`src/rtl/r3_bfly_sched.sv`:
```
// Radix-3 butterfly input scheduler: gathers three serial complex samples per butterfly and
// presents them as a registered triplet, stepping butterfly and stage indices per transform.
module r3_bfly_sched #(
    parameter int unsigned N_BFLY  = 9,
    parameter int unsigned N_STAGE = 3,
    parameter int unsigned IDX_W   = 4
) (
    input  logic             clk,
    input  logic             rst,
    input  logic             start,
    input  logic             s_valid,
    input  logic [31:0]      s_re,
    input  logic [31:0]      s_img,
    output logic             s_ready,
    output logic [31:0]      a_re,
    output logic [31:0]      a_img,
    output logic [31:0]      b1_re,
    output logic [31:0]      b1_img,
    output logic [31:0]      b2_re,
    output logic [31:0]      b2_img,
    output logic             m_valid,
    input  logic             m_ready,
    output logic [IDX_W-1:0] bfly_idx,
    output logic [IDX_W-1:0] stage_idx,
    output logic             busy,
    output logic             done
);

    typedef enum logic [1:0] {StIdle, StCollect, StIssue, StDone} state_e;

    localparam logic [IDX_W-1:0] BflyLast  = IDX_W'(N_BFLY - 1);
    localparam logic [IDX_W-1:0] StageLast = IDX_W'(N_STAGE - 1);

    state_e             state_q, state_d;
    logic [1:0]         slot_q, slot_d;
    logic [IDX_W-1:0]   bfly_idx_q, bfly_idx_d;
    logic [IDX_W-1:0]   stage_idx_q, stage_idx_d;
    logic [31:0]        a_re_q, a_re_d, a_img_q, a_img_d;
    logic [31:0]        b1_re_q, b1_re_d, b1_img_q, b1_img_d;
    logic [31:0]        b2_re_q, b2_re_d, b2_img_q, b2_img_d;

    always_comb begin
        state_d     = state_q;
        slot_d      = slot_q;
        bfly_idx_d  = bfly_idx_q;
        stage_idx_d = stage_idx_q;
        a_re_d      = a_re_q;
        a_img_d     = a_img_q;
        b1_re_d     = b1_re_q;
        b1_img_d    = b1_img_q;
        b2_re_d     = b2_re_q;
        b2_img_d    = b2_img_q;

        unique case (state_q)
            StIdle: begin
                if (start) begin
                    state_d     = StCollect;
                    slot_d      = 2'd0;
                    bfly_idx_d  = '0;
                    stage_idx_d = '0;
                end
            end
            StCollect: begin
                if (s_valid) begin
                    unique case (slot_q)
                        2'd0: begin
                            a_re_d  = s_re;
                            a_img_d = s_img;
                        end
                        2'd1: begin
                            b1_re_d  = s_re;
                            b1_img_d = s_img;
                        end
                        default: begin
                            b2_re_d  = s_re;
                            b2_img_d = s_img;
                        end
                    endcase
                    if (slot_q == 2'd2) begin
                        slot_d  = 2'd0;
                        state_d = StIssue;
                    end else begin
                        slot_d = slot_q + 2'd1;
                    end
                end
            end
            StIssue: begin
                if (m_ready) begin
                    if (bfly_idx_q != BflyLast) begin
                        bfly_idx_d = bfly_idx_q + 1'b1;
                        state_d    = StCollect;
                    end else if (stage_idx_q != StageLast) begin
                        bfly_idx_d  = '0;
                        stage_idx_d = stage_idx_q + 1'b1;
                        state_d     = StCollect;
                    end else begin
                        state_d = StDone;
                    end
                end
            end
            StDone: begin
                // Indices read zero from the first IDLE cycle onward.
                state_d     = StIdle;
                bfly_idx_d  = '0;
                stage_idx_d = '0;
            end
            default: state_d = StIdle;
        endcase
    end

    always_ff @(posedge clk or posedge rst) begin
        if (rst) begin
            state_q     <= StIdle;
            slot_q      <= 2'd0;
            bfly_idx_q  <= '0;
            stage_idx_q <= '0;
            a_re_q      <= '0;
            a_img_q     <= '0;
            b1_re_q     <= '0;
            b1_img_q    <= '0;
            b2_re_q     <= '0;
            b2_img_q    <= '0;
        end else begin
            state_q     <= state_d;
            slot_q      <= slot_d;
            bfly_idx_q  <= bfly_idx_d;
            stage_idx_q <= stage_idx_d;
            a_re_q      <= a_re_d;
            a_img_q     <= a_img_d;
            b1_re_q     <= b1_re_d;
            b1_img_q    <= b1_img_d;
            b2_re_q     <= b2_re_d;
            b2_img_q    <= b2_img_d;
        end
    end

    // Handshake and status flags decode straight from state so reset clears them at once.
    always_comb begin
        s_ready = (state_q == StCollect);
        m_valid = (state_q == StIssue);
        busy    = (state_q != StIdle);
        done    = (state_q == StDone);
    end

    assign a_re      = a_re_q;
    assign a_img     = a_img_q;
    assign b1_re     = b1_re_q;
    assign b1_img    = b1_img_q;
    assign b2_re     = b2_re_q;
    assign b2_img    = b2_img_q;
    assign bfly_idx  = bfly_idx_q;
    assign stage_idx = stage_idx_q;

endmodule

```
`config.mk`:
```
export PLATFORM = sky130hd
export DESIGN_NAME = r3_bfly_sched
export DESIGN_NICKNAME = d
export VERILOG_FILES = /design/src/rtl/r3_bfly_sched.sv
export SDC_FILE = /design/constraint.sdc
export NUM_CORES = 1
export LEC_CHECK = 0
export CAP_MARGIN = 20
export CORE_UTILIZATION = 49
export DETAILED_ROUTE_END_ITERATION = 12
export PLACE_DENSITY_LB_ADDON = 0.25
export SYNTH_ARGS = -nofsm -noshare
export SYNTH_HDL_FRONTEND = slang
export SYNTH_SLANG_ARGS = --single-unit
```
`constraint.sdc`:
```
create_clock -name clk -period 20.3 [get_ports clk]
set_clock_uncertainty 0.05 [all_clocks]
set_input_delay 4.06 -clock clk [delete_from_list [all_inputs] [get_ports clk]]
set_output_delay 4.06 -clock clk [all_outputs]
set_load 0.1 [all_outputs]
```
* After elaboration in Yosys (flattened, before gate mapping)
Cells that the tools add are included.
** Storage, ports and cells
- Register bits after elaboration :: 204
- Input bits :: 69
- Output and inout bits :: 204
- Logic and storage cells :: 61
** Cells by class
- $add $sub $neg :: 3
- Eq/ne operators :: 14
- Multiplexer cells :: 20
- Bitwise logic cells :: 1
- Reductions and logical operators :: 13
** Operators by type and width (count)
- two-way mux 4 bit :: 7
- case mux 4 bit (3 select lines) :: 2
- two-way mux 2 bit :: 9
- AND reduction 3 bit :: 4
- adder 4 x 1 -> 4 bit (second input constant) :: 2
- case mux 2 bit (4 select lines) :: 1
- AND reduction 4 bit :: 2
- == test 2 bit (second input constant) :: 3
- inequality test 2 x 1 -> 1 bit (second input constant) :: 3
- inequality test 2 bit (second input constant) :: 3
- AND reduction 5 bit :: 1
- == test 2 x 1 -> 1 bit (second input constant) :: 2
- zero test 2 bit :: 2
- inequality test 4 x 2 -> 1 bit (second input constant) :: 1
- inequality test 4 bit (second input constant) :: 1
- case mux 2 bit (2 select lines) :: 1
- nonzero test 2 bit :: 2
- inequality test 3 x 1 -> 1 bit (second input constant) :: 1
- nonzero test 3 bit :: 1
- adder 2 x 1 -> 2 bit (second input constant) :: 1
- OR reduction 2 bit :: 1
- inverter 1 bit :: 1

* Depth between registers and ports, before layout
Gate-level depths: netlist of the first run.
- Depth after elaboration :: 5
- Gate-level depth with buffers :: 6
- Mapped depth without buffers :: 6

* Least setup slack after synthesis of the first run
Ideal clock, no wire load.
- Path type :: reg2out
- From :: register state_q[0]
- To :: output port m_valid
- Data arrival time :: 1429 ps
- Required time :: 16190 ps
- Setup slack :: 14761 ps
- Stages on the path, launching flop included :: 4
- Buffers on the path :: 1
- Path through :: dfrtp_1 > buf_2 > nand2b_1 > clkinv_1
** Between the ends
- Longest elaborated chain between the ends :: 1
** Ends and longest elaborated chain
- start: declaration :: line 34 : state_e state_q, state_d;
- start signal: assignment :: line 113 : state_q <= StIdle;
- start signal: assignment :: line 124 : state_q <= state_d;
- == test 2 bit :: line 140 : m_valid = (state_q == StIssue);
- end: declaration :: line 21 : output logic m_valid,
Every way passes these cells.

* Worst setup path after layout of the first run
Ends and elaborated chain as after synthesis.

==> results.cfg, run 1 <==
[status]
outcome = completed

[floorplan]
placementRows = 45
dieArea_mm2 = 0.0165
die_height_um = 129
die_w_um = 129
initial_core_util = 0.509
io_pins = 273
core_area_mm2 = 0.0154

[clock_network]
cts_tree = yes
clock_path_buffers = 3
postCtsSetupRepairBufs = 0
clk_latency_ns = 0.48
cts_sinks = 204
ctsHoldBuffers = 0
postCtsResizedCells = 0
cts_root_buffer = clkbuf_16
htreeDepth = 1
cts_made_buffers = 21
clk_pin_slew_ns = 0.06

[detailed_routing]
dr.first_iter.drc_count = 182
vias = 5131
remaining_drc_errors = 0
post_drt_wl_per_cell_um = 19.3
routed_wl_um = 19100
first_pass_iters = 4
drt.antenna.violating_nets = 0
vias_per_cell = 5.20

[synth]
synth_area_mm2 = 0.00786
synth-seq-cells = 204
ys_seq_area_frac = 0.650
synth_nets = 559
synth_flop_cell = dfrtp_1
synth-edff-count = 0
synth_cells = 486
avgSynthCellArea_um2 = 16.2
synth_cell_type_count = 37
yosys_warnings = 0
async_reset_ff_frac = 1.00

[hold_path]
min_path_type = reg -> reg
hold_start = b1_re[20]
worstHoldPathCells = 1
holdPathEnd = b1_re[20]

[sta]
min_period_ns = 6.77
setup_viol_count_final = 0
rsz0062_at_grt = no
max_freq_ghz = 0.148
finalSetupTns_ns = 0
worstMarginPinSlew_ns = 1.04
slew_violations = 0
hold_viol_final = 0
slew_headroom = 0.302
finalCritPeriodShare = 0.333

[run]
max_cap_violations = 0

[cells_and_area]
final_common_cell = clkdlybuf4s50_1
final_cell_mix = clkdlybuf4s50_1, dfrtp_1, mux2_2
n_antenna_cell = 0
syn_to_final_growth_pct = 45.2
final_nets = 838
drive_above_1_share = 0.294

[grt]
grt_pass1_vias = 5535
overflow = 0
track_usage = 0.230
grt_max_degree = 120
grt_pass1_wl_um = 29300
grt_antenna_before_repair = 0

[placed_design]
place.port_buffers = 272
dp_hpwl_um = 13000
gp_congestion = 0.772

[worst_setup_path]
r2r-start = state_q[1]
rr_worst_depth = 4
crit_fanout = 10
timing.rr.end = a_img[17]
worstSetupPathType = reg -> out
rrSetupSlack_ns = 17.90
startpoint_type = flop
crit_path_end_kind = output pin
arrival_ns = 2.66
required_ns = 16.19
[logic make-up after synthesis]
group | synth area share
DFF | 0.650
buffers and inverters | 0.0223
AOI/OAI and AO/OA | 0.0178
muxes | 0.278
and+or+nand+nor | 0.0263
adders and majority gates | 0.00637
[Yosys cell counts (2+ instances only)]
| library cell | count | area share |
|---|---|---|
| mux2_2 | 192 | 0.28 |
| buf_2 | 14 | 0.0089 |
| nand3_1 | 4 | 0.0025 |
| inv_1 | 8 | 0.0038 |
| mux2i_1 | 2 | 0.0025 |
| dfrtp_1 | 204 | 0.65 |
| a21oi_1 | 3 | 0.0019 |
| nand4_1 | 4 | 0.0032 |
| ha_1 | 4 | 0.0064 |
| nor2_1 | 3 | 0.0014 |
| o22ai_1 | 3 | 0.0024 |
| nand2_1 | 6 | 0.0029 |
| buf_6 | 6 | 0.0086 |
| o21ai_0 | 10 | 0.0064 |
[stage by stage]
stage / instance area [um^2] / instances / hold WS (ns) / worst slack (ns) / utilization
after global routing: 11400 / 987 / 0.467 / 13.46 / 0.740
after floorplan: 7860 / 486 / 0.549 / 10.62 / -
after global placement: 10800 / 951 / 0.436 / 13.77 / 0.697
after detailed placement: 10800 / 951 / 0.440 / 13.67 / 0.697
final: 11400 / 987 / 0.453 / 13.53 / 0.740
after CTS: 11400 / 985 / 0.454 / 13.54 / 0.737
[worst max-delay path, stage by stage (launching register included)]
cell and delay, ns:
dfrtp_1 0.49, nand2b_1 0.31, clkinv_1 0.21, clkdlybuf4s50_1 1.16
[layout make-up]
class | count | area [um^2]
flip-flops and latches | 204 | 5100
fillers | 993 | 4020
repair buffers | 277 | 2790
multi-input cells | 252 | 2590
clock buffers | 32 | 577
well taps | 211 | 264
inverters | 9 | 41.3
clock inverters | 2 | 37.5
[state kept, by name (all words and copies together) (netlist names)]
register and count:
bfly_idx 4, b2_img 32, b1_img 32, state_q 2, stage_idx 4, slot_q 2, a_img 32, b1_re 32
b2_re 32, a_re 32
[worst max path at each step]
stage                     from         to  slack, ns  depth (start not counted)
floorplan                  rst   a_img[0]      10.62                          1
global placement       s_valid  a_img[27]      13.77                          5
detailed placement     s_valid    a_re[1]      13.67                          5
CTS                 state_q[0]    m_valid      13.54                          3
global route        state_q[0]    m_valid      13.46                          3
finish              state_q[0]    m_valid      13.53                          3
[metal layers]
metal / vias to the layer above / track usage / share of wire / wire (um)
met5: - / 0 / 0 / 0
met4: 0 / 0.0706 / 0.027 / 523
met3: 35 / 0.0769 / 0.079 / 1510
met2: 194 / 0.406 / 0.52 / 9830
met1: 2623 / 0.266 / 0.38 / 7200
li1: 2279 / - / - / -
Power of run 1 is left out: the tool's default activity adds up to more than one toggle a clock period on the data nets, which glitch-free logic cannot reach.
==> inputs of run 2 (changes only) <==
--- a/config.mk
+++ b/config.mk
@@ -6,7 +6,7 @@
 export NUM_CORES = 1
 export LEC_CHECK = 0
 export CAP_MARGIN = 20
-export CORE_UTILIZATION = 49
+export CORE_UTILIZATION = 41
 export DETAILED_ROUTE_END_ITERATION = 12
 export PLACE_DENSITY_LB_ADDON = 0.25
 export SYNTH_ARGS = -nofsm -noshare
==> constraint.sdc (replaced) <==
create_clock -name clk -period 5.8 [get_ports clk]
set_clock_uncertainty 0.05 [all_clocks]
set_input_delay 1.16 -clock clk [delete_from_list [all_inputs] [get_ports clk]]
set_output_delay 1.16 -clock clk [all_outputs]
set_load 0.1 [all_outputs]
==> results.cfg, run 2 (synthesis gave the netlist of run 1 again) <==
[status]
outcome = completed

[sta]
slew_headroom = 0.165
worstMarginPinSlew_ns = 1.25
slew_violations = 0
worst_slack_ns = 1.94
rsz0062_at_grt = no
max_freq_ghz = 0.259
hold_viol_final = 0
min_period_ns = 3.86
finalCritPeriodShare = 0.665
setup_viol_count_final = 0
whs_ns = 0.451
finalSetupTns_ns = 0

[floorplan]
die_height_um = 140
placementRows = 50
dieArea_mm2 = 0.0197
core_area_mm2 = 0.0188
io_pins = 273
initial_core_util = 0.419
die_w_um = 140

[worst_setup_path]
timing.rr.end = b1_re[26]
r2r-start = state_q[1]
crit_fanout = 10
required_ns = 4.59
arrival_ns = 2.65
crit_path_end_kind = output pin
startpoint_type = flop
rrSetupSlack_ns = 3.27
worstSetupPathType = reg -> out
rr_worst_depth = 5
crit_start = state_q[0]
critPathCapture = m_valid

[hold_path]
worstHoldPathCells = 1
min_path_type = reg -> reg

[detailed_routing]
remaining_drc_errors = 0
post_drt_wl_per_cell_um = 18.7
vias_per_cell = 5.04
first_pass_iters = 5
vias = 5124
drt.antenna.violating_nets = 0
routed_wl_um = 19000
dr.first_iter.drc_count = 137

[grt]
track_usage = 0.194
grt_antenna_before_repair = 0
overflow = 0
grt_pass1_wl_um = 30200
grt_pass1_vias = 5567
grt_max_degree = 205

[clock_network]
clk_latency_ns = 0.48
clk_pin_slew_ns = 0.06
postCtsSetupRepairBufs = 0
cts_sinks = 204
cts_made_buffers = 22
cts_root_buffer = clkbuf_16
postCtsResizedCells = 0
ctsHoldBuffers = 0
htreeDepth = 1
cts_tree = yes
clock_path_buffers = 3

[placed_design]
gp_congestion = 0.785
place.port_buffers = 272
dp_hpwl_um = 13000
dp_slack_ns = 1.92
dp.cells = 975

[cells_and_area]
n_antenna_cell = 0
final_cell_mix = clkdlybuf4s50_1, dfrtp_1, mux2_2
syn_to_final_growth_pct = 46.9
drive_above_1_share = 0.299
final_nets = 839
final-seq-area_mm2 = 0.00510
multi_input_area_mm2 = 0.00259
final_common_cell = clkdlybuf4s50_1
num-fill-cells = 1427
fin_cells = 1016

[run]
max_cap_violations = 0
run 2: through the flow:
step,instance area [um^2],utilization
2_1_floorplan,7860,-
3_3_place_gp,10800,0.575
3_5_place_dp,10800,0.577
4_1_cts,11500,0.614
5_1_grt,11500,0.615
6_report,11500,0.615
run 2: final cells by class:
class | count | area share
flip-flops and latches | 204 | 0.442
repair buffers | 277 | 0.244
multi-input cells | 252 | 0.225
clock buffers | 38 | 0.0591
well taps | 234 | 0.0254
inverters | 9 | 0.00325
clock inverters | 2 | 0.00184
run 2: worst min-delay path by stage:
stage | from | endpoint
2_1_floorplan | slot_q[1] | slot_q[1]
3_3_place_gp | b1_re[20] | b1_re[20]
3_5_place_dp | b1_re[0] | b1_re[0]
4_1_cts | b2_img[9] | b2_img[9]
5_1_grt | b2_img[9] | b2_img[9]
6_report | b1_img[13] | b1_img[13]
run 2: critical path: stages (launching register included):
cell	delay, ns
dfrtp_1	0.48
nand2b_1	0.30
clkinv_1	0.22
clkdlybuf4s50_1	1.17
run 2: layer usage:
metal | global-route usage | share of wire | wire [um] | vias up
met5 | 0 | 0 | 0 | -
met4 | 0.0474 | 0.017 | 332 | 0
met2 | 0.342 | 0.50 | 9590 | 189
met3 | 0.0646 | 0.088 | 1660 | 26
li1 | - | - | - | 2292
met1 | 0.226 | 0.39 | 7410 | 2617
Power of run 2 is left out for the same reason.
